## src/rtl/audio_buffer_pkg.sv

```systemverilog
// Shared audio buffer geometry and the window reader state encoding.
package audio_buffer_pkg;

  localparam int unsigned BufferSizeBits = 11;
  localparam int unsigned DataWidthBits  = 16;
  localparam int unsigned WindowSizeBits = 8;
  localparam int unsigned BufferDepth    = 1 << BufferSizeBits;
  localparam int unsigned WindowLen      = 1 << WindowSizeBits;

  typedef enum logic [1:0] {
    StIdle,
    StFetch,
    StCapture,
    StPresent
  } reader_state_e;

endpackage

```

## src/rtl/hop_scheduler.sv

```systemverilog
// Decides when a window may start and flags writer overrun of unread window data.
module hop_scheduler
  import audio_buffer_pkg::*;
#(
  parameter int unsigned BUFFER_SIZE_BITS = BufferSizeBits,
  parameter int unsigned WINDOW_SIZE_BITS = WindowSizeBits,
  parameter int unsigned HOP_SIZE         = 128
) (
  input  logic i_clk,
  input  logic i_reset,
  input  logic i_sample_written,
  input  logic i_idle,
  input  logic i_start,
  output logic o_start_ok,
  output logic o_overrun
);

  localparam int unsigned Depth  = 1 << BUFFER_SIZE_BITS;
  localparam int unsigned WinLen = 1 << WINDOW_SIZE_BITS;
  localparam logic [WINDOW_SIZE_BITS:0]   FillFull = (WINDOW_SIZE_BITS + 1)'(WinLen);
  localparam logic [BUFFER_SIZE_BITS+1:0] NewMax   = (BUFFER_SIZE_BITS + 2)'(Depth);
  localparam logic [BUFFER_SIZE_BITS+1:0] Hop      = (BUFFER_SIZE_BITS + 2)'(HOP_SIZE);
  localparam logic [BUFFER_SIZE_BITS:0]   LagLimit = (BUFFER_SIZE_BITS + 1)'(Depth - WinLen);

  logic [WINDOW_SIZE_BITS:0]   r_fill;
  logic [BUFFER_SIZE_BITS:0]   r_new;
  logic [BUFFER_SIZE_BITS:0]   r_lag;
  logic                        r_overrun;
  logic [BUFFER_SIZE_BITS+1:0] w_new_sum;
  logic [BUFFER_SIZE_BITS:0]   w_new_next;
  logic                        w_new_sat;
  logic                        w_lag_over;

  // One extra bit of headroom so the +1 past saturation is visible before clipping.
  always_comb begin
    w_new_sum = {1'b0, r_new} + (BUFFER_SIZE_BITS + 2)'(i_sample_written);
    if (i_start) begin
      w_new_sum = w_new_sum - Hop;
    end
    w_new_sat  = (w_new_sum > NewMax);
    w_new_next = w_new_sat ? NewMax[BUFFER_SIZE_BITS:0] : w_new_sum[BUFFER_SIZE_BITS:0];
  end

  assign w_lag_over = !i_idle && (r_lag > LagLimit);
  assign o_start_ok = (r_fill == FillFull) && ({1'b0, r_new} >= Hop);
  assign o_overrun  = r_overrun;

  always_ff @(posedge i_clk) begin
    if (i_reset) begin
      r_fill    <= '0;
      r_new     <= '0;
      r_lag     <= '0;
      r_overrun <= 1'b0;
    end else begin
      if (i_sample_written && (r_fill != FillFull)) begin
        r_fill <= r_fill + (WINDOW_SIZE_BITS + 1)'(1);
      end
      r_new <= w_new_next;
      if (i_start) begin
        r_lag <= (BUFFER_SIZE_BITS + 1)'(i_sample_written);
      end else if (i_sample_written && (r_lag != '1)) begin
        r_lag <= r_lag + (BUFFER_SIZE_BITS + 1)'(1);
      end
      if (w_lag_over || w_new_sat) begin
        r_overrun <= 1'b1;
      end
    end
  end

endmodule

```

## src/rtl/window_reader.sv

```systemverilog
// Streams 2^WINDOW_SIZE_BITS-sample windows oldest-first out of the circular audio buffer.
// Define WINDOW_READER_FRAME_TAG_EN to add the o_frame_idx window tag output.
module window_reader
  import audio_buffer_pkg::*;
#(
  parameter int unsigned BUFFER_SIZE_BITS = BufferSizeBits,
  parameter int unsigned DATA_WIDTH_BITS  = DataWidthBits,
  parameter int unsigned WINDOW_SIZE_BITS = WindowSizeBits,
  parameter int unsigned HOP_SIZE         = 128
) (
  input  logic                        i_clk,
  input  logic                        i_reset,
  input  logic [BUFFER_SIZE_BITS-1:0] i_wr_ptr,
  input  logic                        i_sample_written,
  output logic [BUFFER_SIZE_BITS-1:0] o_rd_address,
  output logic                        o_rd_oe,
  input  logic [DATA_WIDTH_BITS-1:0]  i_rd_data,
  output logic [DATA_WIDTH_BITS-1:0]  o_out_data,
  output logic                        o_out_valid,
  input  logic                        i_out_ready,
  output logic                        o_out_first,
  output logic                        o_out_last,
  output logic                        o_overrun
`ifdef WINDOW_READER_FRAME_TAG_EN
  ,
  output logic [15:0]                 o_frame_idx
`endif
);

  localparam int unsigned WinLen = 1 << WINDOW_SIZE_BITS;
  localparam logic [BUFFER_SIZE_BITS-1:0] WinAddr = BUFFER_SIZE_BITS'(WinLen);

  reader_state_e               r_state, w_state_next;
  logic [WINDOW_SIZE_BITS-1:0] r_idx;
  logic [BUFFER_SIZE_BITS-1:0] r_base;
  logic [DATA_WIDTH_BITS-1:0]  r_out_data;
  logic                        r_out_valid;
  logic                        r_first;
  logic                        r_last;
  logic                        w_start_ok;
  logic                        w_start;
  logic                        w_handshake;
  logic                        w_idx_last;

  hop_scheduler #(
    .BUFFER_SIZE_BITS(BUFFER_SIZE_BITS),
    .WINDOW_SIZE_BITS(WINDOW_SIZE_BITS),
    .HOP_SIZE        (HOP_SIZE)
  ) u_hop_scheduler (
    .i_clk           (i_clk),
    .i_reset         (i_reset),
    .i_sample_written(i_sample_written),
    .i_idle          (r_state == StIdle),
    .i_start         (w_start),
    .o_start_ok      (w_start_ok),
    .o_overrun       (o_overrun)
  );

  assign w_start     = (r_state == StIdle) && w_start_ok;
  assign w_handshake = (r_state == StPresent) && r_out_valid && i_out_ready;
  assign w_idx_last  = &r_idx;

  always_comb begin
    w_state_next = r_state;
    unique case (r_state)
      StIdle:    if (w_start) w_state_next = StFetch;
      StFetch:   w_state_next = StCapture;
      StCapture: w_state_next = StPresent;
      StPresent: if (w_handshake) w_state_next = w_idx_last ? StIdle : StFetch;
      default:   w_state_next = StIdle;
    endcase
  end

  always_ff @(posedge i_clk) begin
    if (i_reset) begin
      r_state     <= StIdle;
      r_idx       <= '0;
      r_base      <= '0;
      r_out_data  <= '0;
      r_out_valid <= 1'b0;
      r_first     <= 1'b0;
      r_last      <= 1'b0;
    end else begin
      r_state <= w_state_next;
      if (w_start) begin
        r_base <= i_wr_ptr - WinAddr;
        r_idx  <= '0;
      end
      // rd_data is only trusted here, one cycle after the FETCH address.
      if (r_state == StCapture) begin
        r_out_data  <= i_rd_data;
        r_out_valid <= 1'b1;
        r_first     <= (r_idx == '0);
        r_last      <= w_idx_last;
      end
      if (w_handshake) begin
        r_out_valid <= 1'b0;
        if (!w_idx_last) begin
          r_idx <= r_idx + WINDOW_SIZE_BITS'(1);
        end
      end
    end
  end

`ifdef WINDOW_READER_FRAME_TAG_EN
  logic [15:0] r_frame_cnt;
  logic [15:0] r_frame_idx;

  always_ff @(posedge i_clk) begin
    if (i_reset) begin
      r_frame_cnt <= '0;
      r_frame_idx <= '0;
    end else if (w_start) begin
      r_frame_idx <= r_frame_cnt;
      r_frame_cnt <= r_frame_cnt + 16'd1;
    end
  end

  assign o_frame_idx = r_frame_idx;
`endif

  assign o_rd_address = r_base + BUFFER_SIZE_BITS'(r_idx);
  assign o_rd_oe      = (r_state == StFetch);
  assign o_out_data   = r_out_data;
  assign o_out_valid  = r_out_valid;
  assign o_out_first  = r_first;
  assign o_out_last   = r_last;

endmodule

```

## config.mk

```make
export PLATFORM = sky130hd
export DESIGN_NAME = window_reader
export DESIGN_NICKNAME = d
export VERILOG_FILES = /design/src/rtl/audio_buffer_pkg.sv /design/src/rtl/hop_scheduler.sv /design/src/rtl/window_reader.sv
export SDC_FILE = /design/constraint.sdc
export NUM_CORES = 1
export LEC_CHECK = 0
export ABC_AREA = 1
export BUFFER_PORTS_ARGS = -buffer_cell sky130_fd_sc_hd__buf_2
export CORE_MARGIN = 2
export CORE_UTILIZATION = 45
export DETAILED_ROUTE_END_ITERATION = 10
export GPL_TIMING_DRIVEN = 0
export PLACE_DENSITY_LB_ADDON = 0.15
export SKIP_LAST_GASP = 1
export SLEW_MARGIN = 25
export SYNTH_ARGS = -nofsm -noshare
export SYNTH_HDL_FRONTEND = slang
export SYNTH_SLANG_ARGS = --single-unit
```

## constraint.sdc

```tcl
create_clock -name i_clk -period 2.8 [get_ports i_clk]
set_clock_uncertainty 0.15 [all_clocks]
set_input_delay 0.14 -clock i_clk [delete_from_list [all_inputs] [get_ports i_clk]]
set_output_delay 0.14 -clock i_clk [all_outputs]
set_load 0.1 [all_outputs]
```

# Word level (Yosys, flattened, before mapping)
# Cells that the tools add are included.
# op_classes
add_sub_neg	7
order_cmp	3
n_eq_ne	8
n_mux	11
reduce_logical	17
# op_table
cell	count
8-bit two-way mux	3
12-bit by 1-bit adder with 13-bit output	1
13-bit by 12-bit > comparator with 1-bit output (second input constant)	1
13-bit two-way mux	1
13-bit by 8-bit subtractor with 13-bit output (second input constant)	1
12-bit by 1-bit adder with 12-bit output (second input constant)	1
12-bit by 8-bit >= comparator with 1-bit output (second input constant)	1
12-bit by 11-bit > comparator with 1-bit output (second input constant)	1
12-bit two-way mux	1
12-bit inequality test (second input constant)	1
11-bit by 8-bit adder with 11-bit output	1
11-bit by 9-bit subtractor with 11-bit output (second input constant)	1
9-bit by 1-bit adder with 9-bit output (second input constant)	1
9-bit equality test (second input constant)	1
9-bit inequality test (second input constant)	1
8-bit by 1-bit adder with 8-bit output (second input constant)	1
8-bit logical NOT	1
2-bit case mux with 4 select lines	1
8-bit AND reduction	1
1-bit logical AND	7
2-bit OR reduction	3
2-bit equality test (second input constant)	2
2-bit two-way mux	2
2-bit inequality test (second input constant)	2
7 further kinds	9
# word_totals
register_bits	74
input_bits	31
wordCells	59

# Longest topological paths before layout
# Gate-level depths: netlist (run 1).
# depth
word_depth	6
depth_mapped	20

# Hierarchy
# Synthesis (run 1) repeated with hierarchy kept, for this count alone.
# unflattened
cells_unflattened	626
hier_area_um2	4230.3
# modules_own_cells
mod	instances	cells_per_inst	area_each_um2	seq_area_each_um2
window_reader	1	320	2189.6	800.8
hop_scheduler	1	306	2040.7	680.7

# Worst setup path after synthesis (run 1)
# OpenSTA, ideal clock, no wires.
# synth_timing
kind	register to output
startpoint	reg r_idx[0]
endpoint	out o_rd_address[10]
arrival_time_ns	3.085
path_slack_ns	-0.575
path_stages_with_launch	12
cell_sequence	dfxtp_1 -> ha_1 -> inv_1 -> fa_1 -> inv_1 -> nand3_1 -> nor2_1 -> nor2_1 -> o21ai_0 -> a21o_1 -> nand3_1 -> xor2_1
# synth_between
elab_chain_cells	1
# synth_lines
item	line	text
from (decl)	window_reader.sv:34	logic [WINDOW_SIZE_BITS-1:0] r_idx;
from (signal assigned)	window_reader.sv:99	r_idx <= r_idx + WINDOW_SIZE_BITS'(1);
11-bit by 8-bit adder with 11-bit output	window_reader.sv:122	assign o_rd_address = r_base + BUFFER_SIZE_BITS'(r_idx);
to (decl)	window_reader.sv:15	output logic [BUFFER_SIZE_BITS-1:0] o_rd_address,
# No other way between the ends.

# Worst setup path in the final report (run 1)
# layout_timing
startpoint	reg r_idx[0]
endpoint	out o_rd_address[8]
# The elaborated chain is that of the path after synthesis.

==> results of run 1 <==
## Yosys cell counts, drive strengths merged
cell	number
xnor2	4
nand4	11
a211oi	4
nor4	2
fa	1
o21bai	1
a21o	2
clkbuf	12
nor3	7
dfxtp	74
o21ai	58
clkinv	1
a21oi	36
xor2	9
nand2	98
inv	78
a31oi	4
o2111ai	1
ha	24
nor2	115
nor3b	1
nand3	33
o21a	1
## worst min path at each step
| stage | start | end | slack (ps) |
|---|---|---|---|
| 3_5_place_dp | i_wr_ptr[8] | r_base[8] | 200 |
| 3_3_place_gp | i_wr_ptr[8] | r_base[8] | 190 |
| 5_1_grt | i_out_ready | o_out_valid | 60 |
| 2_1_floorplan | i_wr_ptr[8] | r_base[8] | 80 |
| 6_report | i_sample_written | u_hop_scheduler.r_lag[1] | 20 |
| 4_1_cts | i_sample_written | u_hop_scheduler.r_lag[1] | 10 |
## logic make-up after synthesis
family / Yosys count / synth area share
DFF: 74 / 0.375
adders and majority gates: 25 / 0.0810
and+or+nand+nor: 267 / 0.286
xor gates and xnor gates: 13 / 0.0288
buffers and inverters: 91 / 0.0864
AOI/OAI and AO/OA: 107 / 0.143
## per-layer routing
layer	up-vias	GRT usage	share of wire
met2	75	0.351	0.49
met4	0	0.0481	0.011
met5	-	0	0
li1	2066	-	-
met1	1752	0.236	0.45
met3	11	0.0518	0.042
## worst reg2reg max path: cells and delay by family (launching register included)
family	cells	cell delay, ps
AND/OR/NAND/NOR	13	1230
buffers and inverters	3	150
flip-flops	1	320
adder cells (fa/ha/maj)	3	670
## sequential cells by signal (all words and copies together) (netlist names)
register	flops
o_out_data	16
u_hop_scheduler.r_lag	12
u_hop_scheduler.r_new	12
r_base	11
u_hop_scheduler.r_fill	9
r_idx	8
r_state	2
o_out_first	1
o_out_last	1
o_out_valid	1
u_hop_scheduler.o_overrun	1
## metrics by stage
stage	setup WS, ps	TNS [ps]	hold WS (ps)	utilization
final	113	0	23.1	0.589
after CTS	-101	-101	11.4	0.575
after global placement	6.43	0	192	0.515
after detailed placement	-0.232	-0.232	196	0.515
after global routing	-30.6	-52.8	60.7	0.589
after floorplan	-111	-212	80.0	-
## power by group
part           leakage, nW  internal [mW]  switching (mW)
Clock                0.106          0.523           0.401
Combinational         1.59          0.195           0.857
Sequential           0.603           1.15          0.0558
Total                 2.30           1.87            1.31
## cells in the final DEF, fill, tap and decap left out, types with 22 or more instances in the layout
cell           netlist  layout
nor2_1             111     109
nand2_1             96      95
inv_1               77      75
dfxtp_1             74      70
buf_2                0      59
o21ai_0             56      53
a21oi_1             36      36
nand3_1             30      27
dlygate4sd3_1        0      26
ha_1                24      22
## final cells by class
class | count | area [µm²] | area share
plain buffers | 12 | 45.0 | 0.00886
clock buffers | 11 | 141 | 0.0278
clock inverters | 4 | 76.3 | 0.0150
inverters | 79 | 297 | 0.0583
multi-input cells | 413 | 2260 | 0.445
flip-flops and latches | 74 | 1490 | 0.293
well taps | 108 | 135 | 0.0266
repair buffers | 92 | 641 | 0.126
## repair_timing
action | in CTS | in global routing
cloned | 0 | 1
setup buffers | 0 | 4
gates resized for setup | 13 | 23
endpoints found under the setup margin | 3 | 14
endpoints found under the hold margin | 26 | 0
pin swaps | 2 | 7
hold buffers | 26 | 0
==> out/summary.txt, run 1 <==
CTS Buf Count: 9
Seq cells post-synth: 74
die footprint: 9550 µm²
critical path, cell by cell: ha_4, inv_2, fa_2, inv_2, nand3_2, nor2_4, nor2_4, o21ai_2, a21o_1, buf_6, xor2_4, buf_12
clk root buf: clkbuf_8
Rel. slew slack: 0.628
worst reg-to-reg setup slack: 220 ps
Net Count, Synth: 633
final instance area: 5080 µm²
Max Root-Sink Buffers: 2
routed wire length: 9350 µm
gr usage total: 0.196
Cells after Synth: 577
vias in the first global route: 3648
CP endpoint kind: output port
placed insts: 747
critical path type: reg -> out
WHS Path Cells: 3
Post-Syn Area: 3950 µm²
Hold Crit Class: in -> reg
Seq/Total Area, Yosys: 0.375
FF-to-FF End: u_hop_scheduler.r_new[7]
crit path capture: o_rd_address[8]
CP Launch Type: register
TritonCTS clock tree: built
Post-DRT Antenna Nets: 0
clock sinks: 74
Peak supply drop: 0.810 mV
DRT iter0 DRCs: 117
final setup fails: 0
nets: 737
P&R area growth vs syn: 28.6%
Tcrit/Tclk final: 0.960
slowest cell on the critical path: dfxtp_4
Crit path buffers/inverters: 4
Req. time, crit path: 2510 ps
core area: 8640 µm²
CP max stage delay: 380 ps
ant diodes: 0
Finished Layout Cells: 793
Fmax: 372 MHz
clk slew on worst S/H paths: 80 ps
Vias/cell: 4.92
max-slew violations: 0
synth warn: 0
syn avg cell area: 6.85 µm²
Initial Util: 0.458
H-tree lvl count: 3
Worst EP arrival: 2400 ps
Area contributors post-synth: dfxtp_1 37%, nor2_1 11%, nand2_1 9.1%
pin count of the biggest net entering global routing: 13
routed length per instance: 11.8 µm
row count: 34
I/O pin count: 63
GP Congestion: 0.878
placed cell areas: 4450 µm²
Max-cap violations: 0
Die Ht: 97.7 µm
port bufs: 62
Vias: 3904
Post-DP HPWL: 6670 µm
Crit. Startpoint: r_idx[0]
FILL cells: 802
DRC Markers: 0
fin crit period: 2690 ps
pin slew with the least headroom to its limit: 558 ps
RSZ-0062 raised after global routing: true
number of cells on the worst reg-to-reg path: 19
cell accounting for the most synthesized area: dfxtp_1
status: finished clean
Unique masters post-synth: 30
crit-path leading delay family: adder cells
CP max FO: 5
layout cells sized above 1: 0.168
first-pass GRT wire length: 15700 µm
PD cells: 626 nW/µm²
Clk Latency, worst-skew pair: 360 ps
remaining global-route overflow: 0
LEAKAGE: 2.30 nW
Final Hold Fails: 0
worst r2r src: u_hop_scheduler.r_new[0]
Synth top area share: 0.375
die width: 97.7 µm
first drt pass iteration count: 4
WP depth: 12
total power: 3.18 mW
initial antenna violation count: 0
Power figures use the tool's default switching activity.
==> run 2: changes to the inputs <==
==> constraint.sdc (replaced) <==
create_clock -name i_clk -period 2.8 [get_ports i_clk]
set_clock_uncertainty 0.15 [all_clocks]
set_input_delay 0.28 -clock i_clk [delete_from_list [all_inputs] [get_ports i_clk]]
set_output_delay 0.28 -clock i_clk [all_outputs]
set_load 0.1 [all_outputs]
==> out/summary.txt, run 2 (same netlist as run 1, synthesis figures left out) <==
layout cells sized above 1: 0.190
status: finished clean
total power: 3.22 mW
DRT iter0 DRCs: 205
Worst EP arrival: 2310 ps
core area: 8640 µm²
clk root buf: clkbuf_8
CP most frequent cell: buf_4
worst reg-to-reg setup slack: 260 ps
routed wire length: 9530 µm
Finished Layout Cells: 787
clock sinks: 74
max-slew violations: 0
Tcrit/Tclk final: 0.979
Final Hold Fails: 0
Die Ht: 97.7 µm
most common cell after layout, fill and taps aside: nor2_1
Hold Crit Class: in -> reg
fin crit period: 2740 ps
WHS Path Cells: 3
worst r2r src: u_hop_scheduler.r_new[0]
first-pass GRT wire length: 16000 µm
TritonCTS clock tree: built
final setup fails: 0
Max-cap violations: 0
LEAKAGE: 2.30 nW
worst setup margin: 58.8 ps
CP endpoint kind: output port
nets: 730
hold path start: i_rd_data[11]
FF-to-FF End: u_hop_scheduler.r_new[6]
DRC Markers: 0
initial antenna violation count: 0
port bufs: 62
Req. time, crit path: 2370 ps
clk slew on worst S/H paths: 80 ps
CTS Buf Count: 9
Vias/cell: 4.92
most frequent cells in the layout: 109 x nor2_1, 94 x nand2_1, 75 x inv_1, 69 x dfxtp_1, 58 x buf_2
I/O pin count: 63
Max Root-Sink Buffers: 2
critical path, cell by cell: ha_4, inv_2, fa_2, inv_2, buf_4, buf_4, buf_4, a31oi_1, xnor2_2, buf_2
number of cells on the worst reg-to-reg path: 18
Vias: 3871
remaining global-route overflow: 0
Rel. slew slack: 0.615
Post-DRT Antenna Nets: 0
die footprint: 9550 µm²
pin slew with the least headroom to its limit: 577 ps
CP Launch Type: register
pre-CTS setup slack: -223 ps
H-tree lvl count: 3
max FFs per register: 16
gr usage total: 0.201
ant diodes: 0
CP max FO: 2
FILL cells: 793
Initial Util: 0.458
WHS Endpoint: o_out_data[11]
vias in the first global route: 3644
slowest cell on the critical path: buf_2
row count: 34
die width: 97.7 µm
routed length per instance: 12.1 µm
critical path type: reg -> out
PD cells: 631 nW/µm²
CP max stage delay: 430 ps
GP Congestion: 0.835
RSZ-0062 raised after global routing: true
pin count of the biggest net entering global routing: 13
Peak supply drop: 0.658 mV
Post-DP HPWL: 6530 µm
placed insts: 747
first drt pass iteration count: 4
Clk Latency, worst-skew pair: 350 ps
Fmax: 365 MHz
P&R area growth vs syn: 29.0%
-- run 2: changes by cell type in the layout (fill, tap and decap cells not counted), moves of 2 or more --
cell	before	now
clkbuf_8	10	12
nor2_4	3	1
ha_4	1	3
nor2_2	3	5
ha_1	22	20
buf_4	3	8
dlygate4sd3_1	26	14
-- run 2: per-stage QoR --
| step | hold WS (ps) | TNS [ps] | utilization | area (µm²) |
|---|---|---|---|---|
| floorplan | 220 | -557 | - | 4040 |
| global placement | 317 | -428 | 0.519 | 4480 |
| detailed placement | 326 | -514 | 0.519 | 4480 |
| CTS | 0.267 | -23.3 | 0.581 | 5010 |
| global route | 17.9 | -198 | 0.591 | 5100 |
| finish | 24.9 | 0 | 0.591 | 5100 |
-- run 2: worst max path at each step --
stage                          from          endpoint  slack, ps  cells after the start
after global placement     r_idx[0]  o_rd_address[10]       -200                     12
after CTS                 r_base[0]  o_rd_address[10]        -20                     12
after global routing       r_idx[0]   o_rd_address[4]        -50                     10
final                      r_idx[0]   o_rd_address[4]         60                     10
after detailed placement   r_idx[0]  o_rd_address[10]       -220                     12
after floorplan            r_idx[0]  o_rd_address[10]       -320                     11
-- run 2: what timing repair did --
action                                  in CTS  in global routing
cloned                                       0                  1
endpoints found under the hold margin       14                  0
setup buffers                                7                  2
endpoints found under the setup margin       5                 16
resized for setup                           32                 14
hold buffers                                14                  0
pin swaps                                    7                  8
-- run 2: final cells by class --
class                      count  area, µm²  share of cell area
buffer                        12       45.0             0.00883
clock buffer                  12        165              0.0324
multi-input combinational    413       2330               0.457
clock inverter                 4       72.6              0.0142
sequential                    74       1490               0.293
tap                          108        135              0.0265
timing repair buffer          85        564               0.111
inverter                      79        297              0.0581
-- run 2: critical path: cells and delay by family, from the launching register on --
kind / cells / cell delay, ps
AOI/OAI and AO/OA: 1 / 210
xor gates and xnor gates: 1 / 140
adders and majority gates: 2 / 350
buffers and inverters: 6 / 910
DFF: 1 / 360
-- run 2: report_power, final --
group / internal [mW] / switching [mW] / total, mW
clock network: 0.574 / 0.400 / 0.974
registers: 1.15 / 0.0547 / 1.20
logic: 0.186 / 0.856 / 1.04
-- run 2: layer usage --
layer,GRT usage,part of all wire,vias to the layer above
li1,-,-,2058
met1,0.246,0.45,1724
met2,0.346,0.49,80
met3,0.0482,0.052,9
met4,0.0737,0.012,0
met5,0,0,-
